### config.mk
export PLATFORM = sky130hd
export DESIGN_NAME = ps2_mouse_rx
export DESIGN_NICKNAME = d
export VERILOG_FILES = /design/src/rtl/ps2_mouse_rx.sv
export SDC_FILE = /design/constraint.sdc
export NUM_CORES = 1
export LEC_CHECK = 0
export CAP_MARGIN = 40
export CORE_MARGIN = 2
export CORE_UTILIZATION = 41
export CTS_CLUSTER_DIAMETER = 80
export CTS_CLUSTER_SIZE = 14
export DETAILED_ROUTE_END_ITERATION = 12
export PLACE_DENSITY = 0.72
export RECOVER_POWER = 25
export SLEW_MARGIN = 25
export SYNTH_ARGS = -nofsm -noshare
export SYNTH_HDL_FRONTEND = slang
export SYNTH_SLANG_ARGS = --single-unit
export TNS_END_PERCENT = 10
### constraint.sdc
create_clock -name CLK -period 2.65 [get_ports CLK]
set_clock_uncertainty 0.1 [all_clocks]
set_input_delay 0.3975 -clock CLK [delete_from_list [all_inputs] [get_ports CLK]]
set_output_delay 0.3975 -clock CLK [all_outputs]
set_load 0.05 [all_outputs]
### src/rtl/ps2_mouse_rx.sv
// PS/2 mouse receive front end: input synchronisation and de-glitching,
// 11-bit frame deserialisation with parity/stop checking, frame timeout,
// and assembly of 3- or 4-byte mouse packets into strobed registers.
module ps2_mouse_rx #(
  parameter int FILT     = 4,
  parameter int TOUT_CYC = 100000,
  parameter int WHEEL    = 1
) (
  input  logic       CLK,
  input  logic       RST_N,
  input  logic       PS2_CLK_I,
  input  logic       PS2_DAT_I,
  output logic [7:0] BYTE_DATA,
  output logic       BYTE_VLD,
  output logic       FRAME_ERR,
  output logic [7:0] ERR_CNT,
  output logic       PKT_VLD,
  output logic [2:0] BTN,
  output logic [8:0] DX,
  output logic [8:0] DY,
  output logic [3:0] DZ,
  output logic [1:0] OVF
);

  localparam int              NB       = 3 + WHEEL;
  localparam int              TW       = $clog2(TOUT_CYC + 1);
  localparam logic [1:0]      LAST_IDX = 2'(NB - 1);
  localparam logic [3:0]      FILT_LIM = 4'(FILT - 1);
  localparam logic [TW-1:0]   TOUT_LIM = TW'(TOUT_CYC - 1);
  localparam logic [TW-1:0]   TOUT_MAX = TW'(TOUT_CYC);

  typedef enum logic [1:0] {S_IDLE, S_DATA, S_PAR, S_STOP} state_t;

  function automatic logic [7:0] sat_inc8(input logic [7:0] v);
    return (v == 8'hFF) ? v : v + 8'd1;
  endfunction

  logic [1:0]    clk_sync_p0, dat_sync_p0;
  logic          filt_clk_p1, filt_dat_p1;
  logic [3:0]    fcnt_clk, fcnt_dat;
  logic          filt_clk_d_p2;
  logic          bit_stb, clk_edge, tout_hit;
  logic [TW-1:0] tout_cnt;

  state_t     state;
  logic [2:0] bit_cnt;
  logic [7:0] shreg;
  logic       par_bit;
  logic [1:0] idx;
  logic [6:0] hdr;     // byte0 without its sync bit: {ovf_y, ovf_x, sy, sx, btn[2:0]}
  logic [7:0] b1, b2;
  logic [7:0] y_byte;
  logic [3:0] z_val;

  // ---- stage p0: two-flop synchronisers on both raw lines
  // Synchronise raw lines into the CLK domain; idle level is high.
  always_ff @(posedge CLK or negedge RST_N) begin
    if (!RST_N) begin
      clk_sync_p0 <= 2'b11;
      dat_sync_p0 <= 2'b11;
    end else begin
      clk_sync_p0 <= {clk_sync_p0[0], PS2_CLK_I};
      dat_sync_p0 <= {dat_sync_p0[0], PS2_DAT_I};
    end
  end

  // ---- stage p1: glitch filters (value changes after FILT consecutive differing samples)
  // Clock filter: a run shorter than FILT samples never reaches the output.
  always_ff @(posedge CLK or negedge RST_N) begin
    if (!RST_N) begin
      filt_clk_p1 <= 1'b1;
      fcnt_clk    <= '0;
    end else if (clk_sync_p0[1] == filt_clk_p1) begin
      fcnt_clk <= '0;
    end else if (fcnt_clk == FILT_LIM) begin
      filt_clk_p1 <= clk_sync_p0[1];
      fcnt_clk    <= '0;
    end else begin
      fcnt_clk <= fcnt_clk + 4'd1;
    end
  end

  // Data filter with the same delay so data keeps its setup margin to the clock edge.
  always_ff @(posedge CLK or negedge RST_N) begin
    if (!RST_N) begin
      filt_dat_p1 <= 1'b1;
      fcnt_dat    <= '0;
    end else if (dat_sync_p0[1] == filt_dat_p1) begin
      fcnt_dat <= '0;
    end else if (fcnt_dat == FILT_LIM) begin
      filt_dat_p1 <= dat_sync_p0[1];
      fcnt_dat    <= '0;
    end else begin
      fcnt_dat <= fcnt_dat + 4'd1;
    end
  end

  // ---- stage p2: edge detection on the filtered clock
  // Delayed copy of the filtered clock for edge detection.
  always_ff @(posedge CLK or negedge RST_N) begin
    if (!RST_N) filt_clk_d_p2 <= 1'b1;
    else        filt_clk_d_p2 <= filt_clk_p1;
  end

  assign bit_stb  = filt_clk_d_p2 & ~filt_clk_p1;
  assign clk_edge = filt_clk_d_p2 ^ filt_clk_p1;
  assign tout_hit = ~clk_edge & (tout_cnt == TOUT_LIM);

  // Cycles since the last filtered clock edge; fires tout_hit once, then saturates.
  always_ff @(posedge CLK or negedge RST_N) begin
    if (!RST_N)                    tout_cnt <= '0;
    else if (clk_edge)             tout_cnt <= '0;
    else if (tout_cnt != TOUT_MAX) tout_cnt <= tout_cnt + TW'(1);
  end

  // Final packet byte is still in shreg when the packet completes.
  assign y_byte = (WHEEL != 0) ? b2 : shreg;
  assign z_val  = (WHEEL != 0) ? shreg[3:0] : 4'd0;

  // Frame FSM, error accounting and packet assembly with registered outputs.
  always_ff @(posedge CLK or negedge RST_N) begin
    if (!RST_N) begin
      state     <= S_IDLE;
      bit_cnt   <= '0;
      shreg     <= '0;
      par_bit   <= 1'b0;
      idx       <= '0;
      hdr       <= '0;
      b1        <= '0;
      b2        <= '0;
      BYTE_DATA <= '0;
      BYTE_VLD  <= 1'b0;
      FRAME_ERR <= 1'b0;
      ERR_CNT   <= '0;
      PKT_VLD   <= 1'b0;
      BTN       <= '0;
      DX        <= '0;
      DY        <= '0;
      DZ        <= '0;
      OVF       <= '0;
    end else begin
      BYTE_VLD  <= 1'b0;
      FRAME_ERR <= 1'b0;
      PKT_VLD   <= 1'b0;
      if (tout_hit) begin
        if (state != S_IDLE) begin
          state     <= S_IDLE;
          FRAME_ERR <= 1'b1;
          ERR_CNT   <= sat_inc8(ERR_CNT);
          idx       <= '0;
        end else if (idx != 2'd0) begin
          idx <= '0;
        end
      end else if (bit_stb) begin
        case (state)
          S_IDLE: begin
            if (!filt_dat_p1) begin
              state   <= S_DATA;
              bit_cnt <= '0;
            end
          end
          S_DATA: begin
            shreg <= {filt_dat_p1, shreg[7:1]};
            if (bit_cnt == 3'd7) state <= S_PAR;
            else                 bit_cnt <= bit_cnt + 3'd1;
          end
          S_PAR: begin
            par_bit <= filt_dat_p1;
            state   <= S_STOP;
          end
          S_STOP: begin
            state <= S_IDLE;
            if (filt_dat_p1 && (^{shreg, par_bit})) begin
              BYTE_DATA <= shreg;
              BYTE_VLD  <= 1'b1;
              if (idx == 2'd0) begin
                if (shreg[3]) begin
                  hdr <= {shreg[7:4], shreg[2:0]};
                  idx <= 2'd1;
                end
              end else if (idx == LAST_IDX) begin
                PKT_VLD <= 1'b1;
                BTN     <= hdr[2:0];
                OVF     <= hdr[6:5];
                DX      <= {hdr[3], b1};
                DY      <= {hdr[4], y_byte};
                DZ      <= z_val;
                idx     <= '0;
              end else begin
                if (idx == 2'd1) b1 <= shreg;
                else             b2 <= shreg;
                idx <= idx + 2'd1;
              end
            end else begin
              FRAME_ERR <= 1'b1;
              ERR_CNT   <= sat_inc8(ERR_CNT);
              idx       <= '0;
            end
          end
          default: state <= S_IDLE;
        endcase
      end
    end
  end

endmodule

==> Word level (Yosys, flattened, before mapping) <==
Index checks and enable logic that the tools add are counted.
{ "totals": {"reg_bits": 117, "in_bits": 4, "elab_cells": 132} }
{ "classes": {"muxes": 45, "bitwise": 11, "eq_ne": 21, "n_addsub": 6, "n_reduce_logical": 23} }
{ "ops": {"columns": ["op", "count"], "rows": [
  ["$mux 8", 6],
  ["$mux 17", 2],
  ["$mux 2", 14],
  ["$add 17x1->17 const B", 1],
  ["$eq 17x17->1 const B", 1],
  ["$ne 17x17->1 const B", 1],
  ["$mux 4", 4],
  ["$reduce_and 4->1", 4],
  ["$mux 1", 15],
  ["$reduce_and 7->1", 2],
  ["$reduce_and 6->1", 2],
  ["$reduce_bool 2->1", 6],
  ["$reduce_xor 9->1", 1],
  ["$add 4x1->4 const B", 2],
  ["$add 8x1->8 const B", 1],
  ["$eq 4x2->1 const B", 2],
  ["$eq 8x8->1 const B", 1],
  ["$not 1->1", 8],
  ["$pmux 2 s4", 1],
  ["$eq 2x2->1 const B", 3],
  ["$mux 3", 2],
  ["$ne 2x2->1 const B", 3],
  ["$ne 3x3->1 const B", 2],
  ["$pmux 3 s2", 1],
  ["other kinds (15)", 21]
]} }

==> Depth between registers and ports, before layout <==
{ "depth": {"depth_word": 7, "depth_mapped": 10, "mapped_depth_nobuf": 8} }

==> Worst setup path after synthesis <==
Ideal clock, no wire load.
{ "synth_timing": {"path_kind": "reg-to-reg", "from": "register shreg[1]", "to": "register b2[0]", "path_stages_with_launch": 9, "synth_period_minus_slack_ns": 2.590, "arrival_time_ns": 2.365, "n_path_buf": 2, "setup_slack_ns": 0.060, "setup_ns": 0.125, "cell_sequence": "dfrtp_1 buf_6 xnor2_1 xnor3_1 xnor2_2 nand4_4 or4_4 buf_6 mux2_4"} }
{ "synth_via": {"elab_chain_cells": 3} }
{ "synth_rtl": {"columns": ["item", "line_no", "text"], "rows": [
  ["start, declared", "47", "logic [7:0] shreg;"],
  ["start signal, assigned", "163", "shreg <= {filt_dat_p1, shreg[7:1]};"],
  ["$reduce_xor 9->1", "173", "if (filt_dat_p1 && (^{shreg, par_bit})) begin"],
  ["$logic_and 1x1->1", "173", null],
  ["$reduce_and 7->1 (no source line)", null, null],
  ["end signal, assigned", "191", "else b2 <= shreg;"],
  ["end, declared", "51", "logic [7:0] b1, b2;"]
]} }
Every way passes these cells.
A chain may end at the register's enable or synchronous reset.

==> Final worst setup path <==
{ "layout_timing": {"from": "register tout_cnt[11]", "to": "register ERR_CNT[1]"} }
{ "layout_via": {"elab_chain_cells": 4, "elab_cells_between_ends": 8, "cone_classes": "eq/ne (3); mux (1); bitwise (1); reduce/logical (3)"} }
{ "layout_rtl": {"columns": ["item", "line_no", "text"], "rows": [
  ["start, declared", "43", "logic [TW-1:0] tout_cnt;"],
  ["start signal, assigned", "113", "else if (tout_cnt != TOUT_MAX) tout_cnt <= tout_cnt + TW'(1);"],
  ["$eq 17x17->1 *", "107", "assign tout_hit = ~clk_edge & (tout_cnt == TOUT_LIM);"],
  ["$and 1x1->1 *", "107", null],
  ["$ne 2x1->1 (no source line), or another cell as far along", null, null],
  ["$reduce_and 4->1 (no source line)", null, null],
  ["end signal, assigned", "149", "ERR_CNT <= sat_inc8(ERR_CNT);"],
  ["end signal, assigned", "196", "ERR_CNT <= sat_inc8(ERR_CNT);"],
  ["end, declared", "16", "output logic [7:0] ERR_CNT,"]
]} }
Every way passes the cells marked *; elsewhere a longest branch is shown, timed or not.

==> impl_metrics.json <==
{
  "cts_buffer_depth": 2,
  "remaining_drc_errors": 0,
  "grt_usage_pct": 16.8,
  "ys_seq_area_share_pct": 56.1,
  "coreArea_um2": 12500,
  "die_h_um": 117,
  "grt_pass1_wl_mm": 17.7,
  "ant_nets": 0,
  "place_congestion": 0.798,
  "final-setup-viol-count": 0,
  "fp.dieArea_um2": 13700,
  "final_layout_size_suffix_gt1_share_pct": 27.0,
  "cts_max_level": 4,
  "critPathLaunch": "tout_cnt[11]$_DFFE_PN0P_",
  "outcome": "finished clean",
  "clock_latency_ns": 0.41,
  "hold_violations": 0,
  "post_drt_wl_per_cell_um": 15.8,
  "critical_path_arrival_ns": 2.78,
  "layout_common_cells": "dfrtp_1, mux2_2, clkdlybuf4s50_1, nand2_1",
  "io_buffer_count": 49,
  "leakagePower_uw": 0.00322,
  "r2r-start": "tout_cnt[11]$_DFFE_PN0P_",
  "post-cts-setup-buffers": 0,
  "clkTransAtPathRegs_ns": 0.06,
  "synth_seq_cells": 117,
  "rows": 41,
  "cp-end-kind": "register",
  "worst_pin_slew_ns": 0.982,
  "start_kind": "register",
  "vias_per_cell": 4.97,
  "p_per_area_nw_per_um2": 889,
  "mostFrequentLayoutCell": "dfrtp_1",
  "drv_cap": 0,
  "cts_made_buffers": 17,
  "worst_slack_ns": 0.0615,
  "drt-initial-drc-count": 174,
  "n_antenna_cell": 0,
  "vias": 3322,
  "area_growth_pct": 28.4,
  "hold_class": "register to register",
  "syn-cell-area_um2": 5230,
  "async_flop_share_pct": 100,
  "vdd_drop_max_v": 0.000703,
  "clockRootBuffer": "clkbuf_16",
  "cts_sinks": 117,
  "grt_pass1_vias": 3581,
  "cts_tree": "done",
  "finalCriticalPeriod_ns": 2.59,
  "place_hpwl_mm": 6.71,
  "initial_core_util_pct": 41.8,
  "rsz0062_at_grt": "yes",
  "io_pins": 50,
  "grt_overflow": 0,
  "fmax_mhz": 386,
  "maxSlewViolCount": 0,
  "postSynthAreaPerCell_um2": 12.9,
  "crit_type": "register to register",
  "final_nets": 505,
  "die_x_um": 117,
  "ys_warn_count": 0,
  "synthCells": 404,
  "place_ws_ns": -0.0490,
  "syn-num-nets": 425,
  "synth-edff-count": 0,
  "cp.required_ns": 2.84,
  "routed_wl_mm": 10.6,
  "synth_ff_type": "dfrtp_1",
  "min_period_over_period_pct": 97.7,
  "maxSlewHeadroom_pct": 34.5,
  "grt_start_max_net_pins": 55,
  "crit_fanout": 3,
  "ys_types": 49,
  "drtPass1Iterations": 4,
  "antenna_found_initial": 0,
  "fin_util_pct": 53.7,
  "min_from": "clk_sync_p0[0]$_DFF_PN1_"
}
-- critical path, cell delays in order, from the launching register on --
cell and delay [ns]:
dfrtp_1 0.38, or4_4 0.54, or4_4 0.50, o221a_2 0.33, a21boi_4 0.22, nor2_2 0.09
mux2_4 0.30
-- power breakdown --
group | leakage [uW] | switching, uW | internal [uW]
clock | 0.000294 | 810 | 1530
sequential | 0.00159 | 178 | 2000
combinational | 0.00134 | 838 | 613
total | 0.00322 | 1830 | 4150
-- final timing paths --
kind | to | slack [ns] | cells past startpoint
worst max-delay path | ERR_CNT[1]$_DFFE_PN0P_ | 0.06 | 6
max in group asynchronous | fcnt_clk[0]$_DFF_PN0_ | 0.50 | 3
min in group asynchronous | DX[6]$_DFFE_PN0P_ | 0.58 | 2
worst max register to register | ERR_CNT[1]$_DFFE_PN0P_ | 0.06 | 6
worst min register to register | clk_sync_p0[1]$_DFF_PN1_ | 0.25 | 0
worst min-delay path | clk_sync_p0[1]$_DFF_PN1_ | 0.25 | 0
-- cells in the mapped netlist (5+ instances only) --
| master | count | area (um^2) |
|---|---|---|
| nand3_1 | 12 | 60.1 |
| nand2b_1 | 5 | 31.3 |
| nor3b_1 | 5 | 37.5 |
| nor2_1 | 7 | 26.3 |
| nand4_1 | 6 | 37.5 |
| and3_1 | 8 | 50.1 |
| nand2_1 | 40 | 150 |
| a21oi_1 | 5 | 25.0 |
| mux2_2 | 51 | 574 |
| xnor2_1 | 16 | 140 |
| dfstp_2 | 7 | 184 |
| and2_1 | 14 | 87.6 |
| inv_1 | 11 | 41.3 |
| o21ai_0 | 8 | 40.0 |
| dfrtp_1 | 110 | 2750 |
| clkbuf_1 | 5 | 18.8 |
| mux2_4 | 9 | 135 |
| ha_1 | 17 | 213 |
| xor2_1 | 11 | 96.3 |
-- registers in the layout, indices dropped and copies added (netlist names), 2 cells and up --
name and count:
DZ 4, b1 8, BYTE_DATA 8, DX 9, ERR_CNT 8, fcnt_dat 4
clk_sync_p0 2, OVF 2, fcnt_clk 4, state 2, bit_cnt 3, DY 9
b2 8, hdr 7, tout_cnt 17, shreg 8, dat_sync_p0 2, BTN 3
idx 2
-- per-stage QoR --
stage          area [um^2]  power (uW)  instances  hold slack [ns]  setup TNS, ns
2_1_floorplan         5230        3180        404          0.00191              0
3_3_place_gp          6010        3550        633            0.247              0
3_5_place_dp          6010        3620        633            0.247        -0.0929
4_1_cts               6650        5990        667            0.255              0
5_1_grt               6720        6260        669            0.256        -0.0376
6_report              6720        5970        669            0.254              0
-- final cells by class --
class,count,area [um^2]
Multi-Input combinational cell,268,2270
Tap cell,172,215
Clock buffer,21,460
Sequential cell,117,2940
Fill cell,1088,5800
Inverter,12,47.5
Timing Repair Buffer,68,634
Clock inverter,11,150
-- routing by layer --
metal  wire length (um)  global-route usage [%]  up-vias  part of all wire [%]
li1                   -                       -     1568                     -
met1               4720                    20.6     1667                    45
met2               5290                    28.4       70                    50
met3                388                    5.15       17                   3.7
met4                176                    5.96        0                   1.7
met5                  0                       0        -                     0
-- logic make-up (layout without fill, tap and decap cells) --
logic type	Yosys count	in the layout	share of synthesized area [%]
and+or+nand+nor	129	132	14.1
xor gates and xnor gates	30	30	5.69
adders and majority gates	17	17	4.07
DFF	117	117	56.1
AOI/OAI and AO/OA	25	25	3.37
buffers and inverters	22	112	2.22
muxes	64	64	14.4
-- what timing repair did --
action	CTS	global route
pin swaps	2	4
resized for setup	1	12
endpoints found under the hold margin	38	0
setup endpoints to repair	24	50
hold buffers	1	0
cloned	1	2
(Power assumes the default switching activity.)
